<file path="config.mk">
export PLATFORM = sky130hd
export DESIGN_NAME = ex_mem
export DESIGN_NICKNAME = d
export VERILOG_FILES = /design/src/rtl/ex_mem.sv
export SDC_FILE = /design/constraint.sdc
export NUM_CORES = 1
export LEC_CHECK = 0
export CAP_MARGIN = 10
export CORE_MARGIN = 5
export CORE_UTILIZATION = 36
export DETAILED_ROUTE_END_ITERATION = 10
export HOLD_SLACK_MARGIN = 0.12
export PLACE_DENSITY = 0.76
export SKIP_LAST_GASP = 1
export SLEW_MARGIN = 20
export SYNTH_ARGS = -nofsm -noshare
export SYNTH_HDL_FRONTEND = slang
export SYNTH_SLANG_ARGS = --single-unit
</file>
<file path="constraint.sdc">
create_clock -name clk -period 0.8 [get_ports clk]
set_input_delay 0.12 -clock clk [delete_from_list [all_inputs] [get_ports clk]]
set_output_delay 0.12 -clock clk [all_outputs]
set_load 0.02 [all_outputs]
</file>
<file path="src/rtl/ex_mem.sv">
// EX/MEM pipeline register: one-cycle latency, bubble insertion on flush, hold on stall.
// Control bits are qualified by valid_in so an invalid slot can never write state.
module ex_mem #(
  parameter int WIDTH = 32,
  parameter int RA_W  = 5
) (
  input  logic             clk,
  input  logic             rst,
  input  logic             stall,
  input  logic             flush,
  input  logic             valid_in,
  input  logic [WIDTH-1:0] alu_result_in,
  input  logic             z_in,
  input  logic [WIDTH-1:0] store_data_in,
  input  logic [WIDTH-1:0] branch_target_in,
  input  logic [RA_W-1:0]  rd_in,
  input  logic             branch_in,
  input  logic             mem_read_in,
  input  logic             mem_write_in,
  input  logic             reg_write_in,
  input  logic             mem_to_reg_in,
  output logic [WIDTH-1:0] alu_result_out,
  output logic [WIDTH-1:0] store_data_out,
  output logic [WIDTH-1:0] branch_target_out,
  output logic [RA_W-1:0]  rd_out,
  output logic             z_out,
  output logic             valid_out,
  output logic             mem_read_out,
  output logic             mem_write_out,
  output logic             reg_write_out,
  output logic             mem_to_reg_out,
  output logic             pc_src
);

  typedef struct packed {
    logic vld;
    logic pc_src;
    logic mem_read;
    logic mem_write;
    logic reg_write;
    logic mem_to_reg;
  } ctrl_t;

  ctrl_t ctrl_q, ctrl_d;

  // Write beats read when both are requested, keeping the two mutually exclusive.
  always_comb begin
    ctrl_d            = '0;
    ctrl_d.vld        = valid_in;
    ctrl_d.pc_src     = branch_in & z_in & valid_in;
    ctrl_d.mem_write  = mem_write_in & valid_in;
    ctrl_d.mem_read   = mem_read_in & valid_in & ~mem_write_in;
    ctrl_d.reg_write  = reg_write_in & valid_in;
    ctrl_d.mem_to_reg = mem_to_reg_in & valid_in;
  end

  always_ff @(posedge clk or negedge rst) begin
    if (!rst) begin
      ctrl_q            <= '0;
      alu_result_out    <= '0;
      store_data_out    <= '0;
      branch_target_out <= '0;
      rd_out            <= '0;
      z_out             <= 1'b0;
    end else if (flush) begin
      ctrl_q <= '0;
    end else if (!stall) begin
      ctrl_q            <= ctrl_d;
      alu_result_out    <= alu_result_in;
      store_data_out    <= store_data_in;
      branch_target_out <= branch_target_in;
      rd_out            <= rd_in;
      z_out             <= z_in;
    end
  end

  assign valid_out      = ctrl_q.vld;
  assign pc_src         = ctrl_q.pc_src;
  assign mem_read_out   = ctrl_q.mem_read;
  assign mem_write_out  = ctrl_q.mem_write;
  assign reg_write_out  = ctrl_q.reg_write;
  assign mem_to_reg_out = ctrl_q.mem_to_reg;

endmodule

</file>
==> qor.yml, run 1 <==
worst_setup_path:
  endpoint_kind: "output pin"
  critPathTopFamily: "flip-flops"
  critPathKind: "flop to output pin"
  cp_num_buf_inv: 1
  cp.required_ns: 0.68
  cpMaxStageDelayCell: "dfrtp_1"
  cp_max_fo: 2
  worstPathCellList: "buf_6"
  cp.arrival_ns: 0.91
  worst_path_largest_cell_delay_ns: 0.42
  start_kind: "flop"
global_route:
  grt_pass1_wl_um: 20700
  grt-ovfl-total: 0
  grt_pass1_vias: 3719
  grt_max_degree: 40
  track_usage: 0.185
  grt_antenna_before_repair: 0
layout:
  final_nets: 672
  final_cell_mix: "buf_6, dfrtp_1, clkdlybuf4s50_1"
  postLayoutCoreUtil: 0.695
  antennaDiodeCount: 0
  fin_cells: 712
  area_growth_pct: 90.3
  drive_gt1_frac: 0.579
  layout_commonest_cell: "buf_6"
  design_area_mm2: 0.00832
  fill_cells: 780
pwr:
  power_switching_mw: 4.76
  power_density_mw_per_mm2: 2060
  combPwrFrac: 0.359
  p_int_mw: 12.4
  p_clk_frac: 0.239
  p_leak_nw: 3.93
  ir_worst_vdd_mv: 1.19
  swShare: 0.278
  power_frac_seq: 0.402
synthesis:
  synth_compound_area_frac: 0.00573
  syn_nets: 352
  yosys.area_share.xor_xnor: 0
  yosys_warnings: 0
  synth-simple-area-share: 0.0157
  synth_top_family_by_area: "multiplexers"
  synthMuxAreaShare: 0.334
  ys_types: 13
  synth-seq-cells: 108
  postSynthCellCount: 240
  netlist.area_leader.share: 0.618
  ys_seq_area_frac: 0.618
  synthAdderAreaFrac: 0
  synth_area_mm2: 0.00437
  synthTopCellsByArea: "dfrtp_1, mux2_4, mux2_2, buf_6, a21oi_1"
  yosysTopAreaCell: "dfrtp_1"
  synth_area_per_cell_um2: 18.2
floorplanning:
  fp-row-count: 40
  io_pins: 220
  start_util: 0.365
  die_y_um: 120
  core_area_mm2: 0.0120
  dieArea_mm2: 0.0144
  die_w_um: 120
sta:
  period_needed_ns: 1.03
  whs_ns: 0.183
  period_share: 1.28
  final_max_slew_viol_count: 0
  worstMarginPinSlew_ns: 0.247
  layout_setup_ws_ns: -0.227
  setup_viol: 197
  fmax_mhz: 974
  skew_ns: 0
  rsz0062_at_grt: "true"
  hold_viol: 0
  slew_headroom: 0.835
routing:
  ant_nets: 0
  vias: 3247
  viasPerCell: 4.56
  drt_iter0_markers: 106
  drc: 0
  routed_wl_um: 13400
  firstDrtPassIters: 4
  wire_per_inst_um: 18.8
clock_tree:
  clockBufferDepth: 2
  path_clk_slew_ns: 0.07
  clock_sinks: 108
  cts_tree: "done"
  htree_levels: 3
  cts_inserted_buffers: 9
  worst_skew_pair.late_latency_ns: 0.34
  clockRootBuffer: "clkbuf_16"
placed_design:
  numPortBuffers: 219
  dpl-instance-area_mm2: 0.00714
  dp.cells: 650
  place_ws_ns: -0.805
  place_congestion: 0.736
  hpwl_um: 8910
outcome:
  status: "complete, but fails checks"
  failed_checks: "setup timing"
job:
  drv_cap: 0
worst_hold_path:
  min_path_type: "input port to flop"
-- worst min-delay path, cell delays in order --
cell            delay, ns
dlymetal6s2s_1       0.19
nand4b_1             0.12
a21oi_1              0.06
-- final timing paths --
kind | slack [ns] | start | depth (start not counted) | end
max in group asynchronous | 0.13 | rst | 3 | store_data_out[23]
worst min-delay path | 0.18 | valid_in | 3 | pc_src
worst min register to register | 0.54 | alu_result_out[24] | 1 | alu_result_out[24]
worst max-delay path | -0.23 | store_data_out[17] | 1 | store_data_out[17]
min in group asynchronous | 0.19 | rst | 2 | alu_result_out[20]
worst max register to register | -0.13 | alu_result_out[10] | 2 | alu_result_out[10]
-- through the flow --
step	total power [mW]	TNS (ns)
final	17.1	-28.84
after global routing	17.9	-34.04
after CTS	17.0	-29.57
after detailed placement	12.0	-108.79
after global placement	11.9	-105.98
after floorplan	8.99	-16.19
-- power groups by stage --
stage	combinational (mW)	sequential, mW	clock [mW]
6_report	6.16	6.88	4.10
5_1_grt	6.44	6.99	4.45
4_1_cts	5.92	6.84	4.21
3_5_place_dp	5.25	6.76	0
3_3_place_gp	5.16	6.74	0
2_1_floorplan	1.29	7.70	0
-- logic make-up (layout without fill, tap and decap cells) --
group                  count (synthesis)  count (layout)
AO/OA/AOI/OAI                          5               5
buffers and inverters                 12             337
flip-flops                           108             108
multiplexers                         103             103
AND/OR/NAND/NOR                       12              12
-- layer usage --
layer / wire (um) / vias to the layer above / global-route usage
met3: 943 / 25 / 0.0566
li1: - / 1483 / -
met4: 381 / 0 / 0.0780
met2: 6940 / 132 / 0.317
met5: 0 / - / 0
met1: 5110 / 1607 / 0.216
-- sequential cells by signal, indices dropped and copies added (netlist names) --
signal and cells:
z_out 1, store_data_out 32, branch_target_out 32, mem_write_out 1, valid_out 1, reg_write_out 1
mem_to_reg_out 1, rd_out 5, mem_read_out 1, pc_src 1, alu_result_out 32
-- synth_stat cells, drive strengths merged --
cell type  count
dfrtp        108
mux2         102
buf           11
a21oi          5
nand2          5
nand3b         3
nor2           2
clkbuf         1
mux2i          1
nand4b         1
nand4bb        1
-- layout make-up --
cell class	instances	area, um2	area share
timing repair buffer	321	3530	0.424
sequential	108	2700	0.325
multi-input combinational	120	1640	0.197
clock buffer	14	254	0.0305
tap	147	184	0.0221
clock inverter	2	10.0	0.00120
-- repair_timing --
| action | CTS | global route |
|---|---|---|
| hold endpoints to repair | 114 | 0 |
| gates resized for setup | 702 | 35 |
| gates cloned | 7 | 1 |
| setup endpoints to repair | 215 | 205 |
| pin swaps | 1 | 1 |
| setup buffers | 32 | 17 |
| hold buffers | 2 | 0 |
Power figures use the tool's default switching activity.
==> inputs of run 2 (changes only) <==
--- a/config.mk
+++ b/config.mk
@@ -9,7 +9,7 @@
 export CORE_MARGIN = 5
 export CORE_UTILIZATION = 36
 export DETAILED_ROUTE_END_ITERATION = 10
-export HOLD_SLACK_MARGIN = 0.12
+export HOLD_SLACK_MARGIN = 0.08
 export PLACE_DENSITY = 0.76
 export SKIP_LAST_GASP = 1
 export SLEW_MARGIN = 20
==> results of run 2 <==
Final layout, timing and power as in run 1 (identical DEF).
==> inputs of run 3 (changes only) <==
--- a/config.mk
+++ b/config.mk
@@ -10,7 +10,7 @@
 export CORE_UTILIZATION = 36
 export DETAILED_ROUTE_END_ITERATION = 10
 export HOLD_SLACK_MARGIN = 0.08
-export PLACE_DENSITY = 0.76
+export PLACE_DENSITY = 0.72
 export SKIP_LAST_GASP = 1
 export SLEW_MARGIN = 20
 export SYNTH_ARGS = -nofsm -noshare
==> run 3 against run 2 <==
The flow still finishes with violations (setup timing). Register-to-register slack about the same. Sequential power about the same. Die area unchanged. Sequential cell count unchanged. Combinational power decreased by 0.8%. First-iteration DRC count increased by 17%. Sequential share of layout area decreased by 0.059 points. Non-clock buffer count decreased by 4. Setup slack got worse by 0.014 ns. Via count increased by 1.2%.
==> qor.yml, run 3 (synthesis gave the netlist of run 1 again) <==
outcome:
  status: "complete, but fails checks"
  failed_checks: "setup timing"
sta:
  rsz0062_at_grt: "true"
  skew_ns: 0
  hold_viol: 0
  setup_viol: 196
  slew_headroom: 0.787
  fmax_mhz: 961
  worstMarginPinSlew_ns: 0.320
  final_max_slew_viol_count: 0
  layout_setup_ws_ns: -0.241
  period_share: 1.30
  period_needed_ns: 1.04
global_route:
  grtUsageMet2: 0.315
  grt_pass1_wl_um: 20200
  grt_use_met1: 0.203
  grt_max_degree: 59
  grt.busiest_layer: "met2"
  grt_antenna_before_repair: 0
  grt-ovfl-total: 0
  grt_pass1_vias: 3654
  track_usage: 0.183
  grtUsageMet3: 0.0711
worst_setup_path:
  endpoint_kind: "output pin"
  worst_path_largest_cell_delay_ns: 0.42
  start_kind: "flop"
  critPathKind: "flop to output pin"
  worstPathCellList: "buf_6"
  critPathTopFamily: "flip-flops"
  cpMaxStageDelayCell: "dfrtp_1"
  cp.arrival_ns: 0.92
  cp.required_ns: 0.68
  setup.worst_path.start: "branch_target_out[21]"
  r2r_slack_ns: -0.14
  cp_max_fo: 2
  cp_num_buf_inv: 1
  timing.rr.start: "branch_target_out[15]"
placed_design:
  numPortBuffers: 219
  hpwl_um: 8640
  dp.cells: 644
  place_congestion: 0.776
floorplanning:
  dieArea_mm2: 0.0144
  start_util: 0.365
  core_area_mm2: 0.0120
  die_y_um: 120
  fp-row-count: 40
  die_w_um: 120
  io_pins: 220
layout:
  final_nets: 668
  fin_cells: 708
  reg_top3: "alu_result_out x32, branch_target_out x32, store_data_out x32"
  drive_gt1_frac: 0.578
  multi_input_area_mm2: 0.00163
  area_growth_pct: 90.6
  area.sequential_mm2: 0.00270
  fill_cells: 816
  final_cell_mix: "buf_6, dfrtp_1, clkdlybuf4s50_1"
  antennaDiodeCount: 0
  layout_commonest_cell: "buf_6"
routing:
  vias: 3286
  drc: 0
  firstDrtPassIters: 3
  routed_wl_um: 13600
  wire_per_inst_um: 19.1
  viasPerCell: 4.64
  drt_iter0_markers: 124
  ant_nets: 0
clock_tree:
  clock_sinks: 108
  clockBufferDepth: 2
  clockRootBuffer: "clkbuf_16"
  worst_skew_pair.late_latency_ns: 0.35
  path_clk_slew_ns: 0.07
  htree_levels: 3
  cts_inserted_buffers: 9
  cts_tree: "done"
worst_hold_path:
  min_path_type: "input port to flop"
  worstHoldStart: "flush"
job:
  drv_cap: 0
pwr:
  power_density_mw_per_mm2: 2060
  ir_worst_vdd_mv: 1.54
  p_leak_nw: 3.91
  power_mw: 17.2
-- run 3: layout make-up --
type / count / share of cell area
multi-input cells: 120 / 0.196
well taps: 147 / 0.0221
flip-flops and latches: 108 / 0.324
clock inverters: 4 / 0.00300
repair buffers: 317 / 0.425
clock buffers: 12 / 0.0296
-- run 3: worst reg2reg max path: stages (launching register included) --
cell and delay (ns):
dfrtp_1 0.41, buf_4 0.15, mux2_4 0.27
-- run 3: stage by stage --
stage | utilization | setup TNS [ns] | setup WS, ns | instance area [um2] | hold slack [ns]
CTS | 0.679 | -31.57 | -0.240 | 8120 | 0.113
finish | 0.696 | -30.21 | -0.241 | 8330 | 0.128
detailed placement | 0.595 | -107.80 | -0.800 | 7110 | -0.0345
floorplan | - | -16.19 | -0.173 | 4410 | -0.176
global placement | 0.595 | -104.91 | -0.763 | 7110 | -0.0400
global route | 0.696 | -35.76 | -0.269 | 8330 | 0.122
-- run 3: path summary, 6_finish.rpt --
check | endpoint | depth (start not counted)
max in group asynchronous | alu_result_out[21] | 3
min in group asynchronous | branch_target_out[3] | 2
hold / removal | z_out | 3
setup reg to reg | branch_target_out[15] | 2
setup / recovery | branch_target_out[21] | 1
hold reg to reg | branch_target_out[10] | 1
-- run 3: power by group --
part,internal (mW),switching (mW)
logic,3.91,2.20
registers,6.24,0.649
clock network,2.19,1.98
-- run 3: layer usage --
layer / wire (um) / vias to the layer above
li1: - / 1472
met1: 5200 / 1659
met2: 7050 / 137
met3: 1020 / 18
met4: 277 / 0
met5: 0 / -
-- run 3: repair_timing --
| action | CTS | global route |
|---|---|---|
| endpoints found under the setup margin | 211 | 210 |
| resized for setup | 704 | 38 |
| buffers inserted | 40 | 24 |
| endpoints found under the hold margin | 114 | 0 |
| hold buffers | 2 | 0 |
| gates cloned | 8 | 3 |
| pin swaps | 1 | 1 |
==> RTL edit, RTL diff (settings of run 2) <==
`WIDTH`: 32 -> 16.
--- a/src/rtl/ex_mem.sv
+++ b/src/rtl/ex_mem.sv
@@ -1,7 +1,7 @@
 // EX/MEM pipeline register: one-cycle latency, bubble insertion on flush, hold on stall.
 // Control bits are qualified by valid_in so an invalid slot can never write state.
 module ex_mem #(
-  parameter int WIDTH = 32,
+  parameter int WIDTH = 16,
   parameter int RA_W  = 5
 ) (
   input  logic             clk,
Ports: changed (6 resized); port bits go from 220 to 124. The function was not compared with the original's and may differ.
==> RTL edit against run 2 <==
- the flow still finishes with violations (negative setup slack)
- sequential share of layout area increased by 1.9 points
- non-clock buffer count decreased by 170
- cell area decreased by 47%
- routed wire length decreased by 52%
- worst setup slack improved by 0.036 ns
- area after synthesis decreased by 47%
- sequential cell count decreased by 48
- total power decreased by 45%
- clock skew unchanged
- largest cell class unchanged
- largest power group unchanged
==> RTL edit: results (changes against run 2) <==
The run gives 375 (-47%) as the non-filler instance count after layout. The startpoint identified for the worst hold timing path is flush. The violation count after the first detailed-routing iteration was 43 (-59%). The checks that failed: negative setup slack. The count of port buffers added during placement works out to 123 (-44%). In this run the worst setup path terminates at branch_target_out[13]. The count of final setup violators came out at 84 (-57%). The number of fill cells was 438 (-44%). For the worst setup slack after layout, the log shows -0.191 ns (+0.0359 ns). Largest net degree at the start of global routing: 45 (+13%).

The run gives -0.11 ns (+0.02 ns) as the worst-case register-to-register setup slack. The largest registers in the layout are alu_result_out (16), branch_target_out (16), store_data_out (16). The end of the worst hold path is mem_write_out. Overall via count from detail_route: 1759 (-46%). The relative max-transition margin came out at 83.6% (+0.17 points). For the combined global-route utilization of all metal layers, the log shows 16.0% (-2.5 points).

The routability congestion estimate from global placement came out at 0.699 (-5.1%). First-pass GRT wire length: 10300 microns (-50%). The arrival time reported for the critical path endpoint came out at 0.87 ns (-0.04 ns). The worst-case setup slack after placement is -0.726 ns (+0.0795 ns). The mean area per synthesized cell was 16.6 sq um (-9.0%). For the sum of negative setup slack, the log shows -11.29 ns (+17.55 ns).

The sequential share of the synthesized area came out at 65.2% (+3.4 points). The total number of nets in the final design was 358 (-47%). The terminus of the critical flop-to-flop path is branch_target_out[13].

The flow ran to the end, but the final reports show violations. The net count of the mapped netlist came out at 203 (-42%). The clock latency reported for the late side of the worst-skew pair came out at 0.32 ns (-0.02 ns).

The critical path startpoint is branch_target_out[13]. The half-perimeter wire length after detailed placement is 4210 microns (-53%), and the maximum ir drop on the vdd rail is 1280 uV (+8.0%). Number of diodes: 0 (unchanged). The logs give 6480 microns (-52%) for the overall routed net length and 342 (-47%) for the post-placement cell count. Counting instances in the post-synthesis netlist gives the leading cell types as 60 x dfrtp_1, 47 x mux2_2, 7 x mux2_1.

The tools report the leakage power figure as 1.99 nW (-49%). The number of global-route vias before repair came out at 1939 (-48%). The library cell used as clock root buffer was clkbuf_8. After synthesis, the cell types taking the most area are dfrtp_1 65%, mux2_2 23%, mux2_1 3.4%.
## RTL edit: changes by cell type after synthesis
cell	change
nor2_1	-1
buf_6	-3
dfrtp_1	-48
mux2_1	+7
clkbuf_1	-1
buf_2	-1
nor2_8	+1
mux2_4	-80
mux2_2	+25
## RTL edit: power by group
part	internal, mW	total (mW)	switching [mW]
Combinational	1.74	2.82	1.08
Clock	1.68	2.81	1.13
Sequential	3.45	3.77	0.314
## RTL edit: what timing repair did
| item | CTS | global route |
|---|---|---|
| hold buffers | 1 | 0 |
| endpoints found under the setup margin | 120 | 96 |
| buffers inserted | 11 | 2 |
| hold endpoints to repair | 60 | 0 |
| pin swaps | 1 | 1 |
| cloned | 5 | 0 |
| resized for setup | 380 | 30 |
## RTL edit: cells by family (layout without fill, tap and decap cells)
family	count (synthesis)	after routing	share of synthesized area (%)
DFF	60	60	65.2
muxes	55	55	26.8
and+or+nand+nor	12	12	3.70
buffers and inverters	7	166	3.15
AOI/OAI and AO/OA	5	5	1.09
## RTL edit: metrics by stage
step	instance area, sq um	hold WS, ns	utilization (%)
detailed placement	3700	0.136	58.9
floorplan	2330	-0.176	-
global route	4370	0.106	69.6
global placement	3700	0.127	58.9
finish	4370	0.116	69.6
CTS	4240	0.119	67.5
## RTL edit: cell type report
cell class,count,area (sq um),share of cell area [%]
timing repair buffer,151,1740,39.7
sequential,60,1500,34.4
multi-input combinational,72,833,19.1
clock buffer,14,173,3.95
tap,77,96.3,2.20
clock inverter,1,30.0,0.687
## RTL edit: metal layers
metal	share of wire [%]	global-route usage, %	vias up
li1	-	-	803
met1	42	19.6	878
met2	51	26.4	69
met3	5.8	4.76	9
met4	1.3	6.33	0
met5	0	0	-
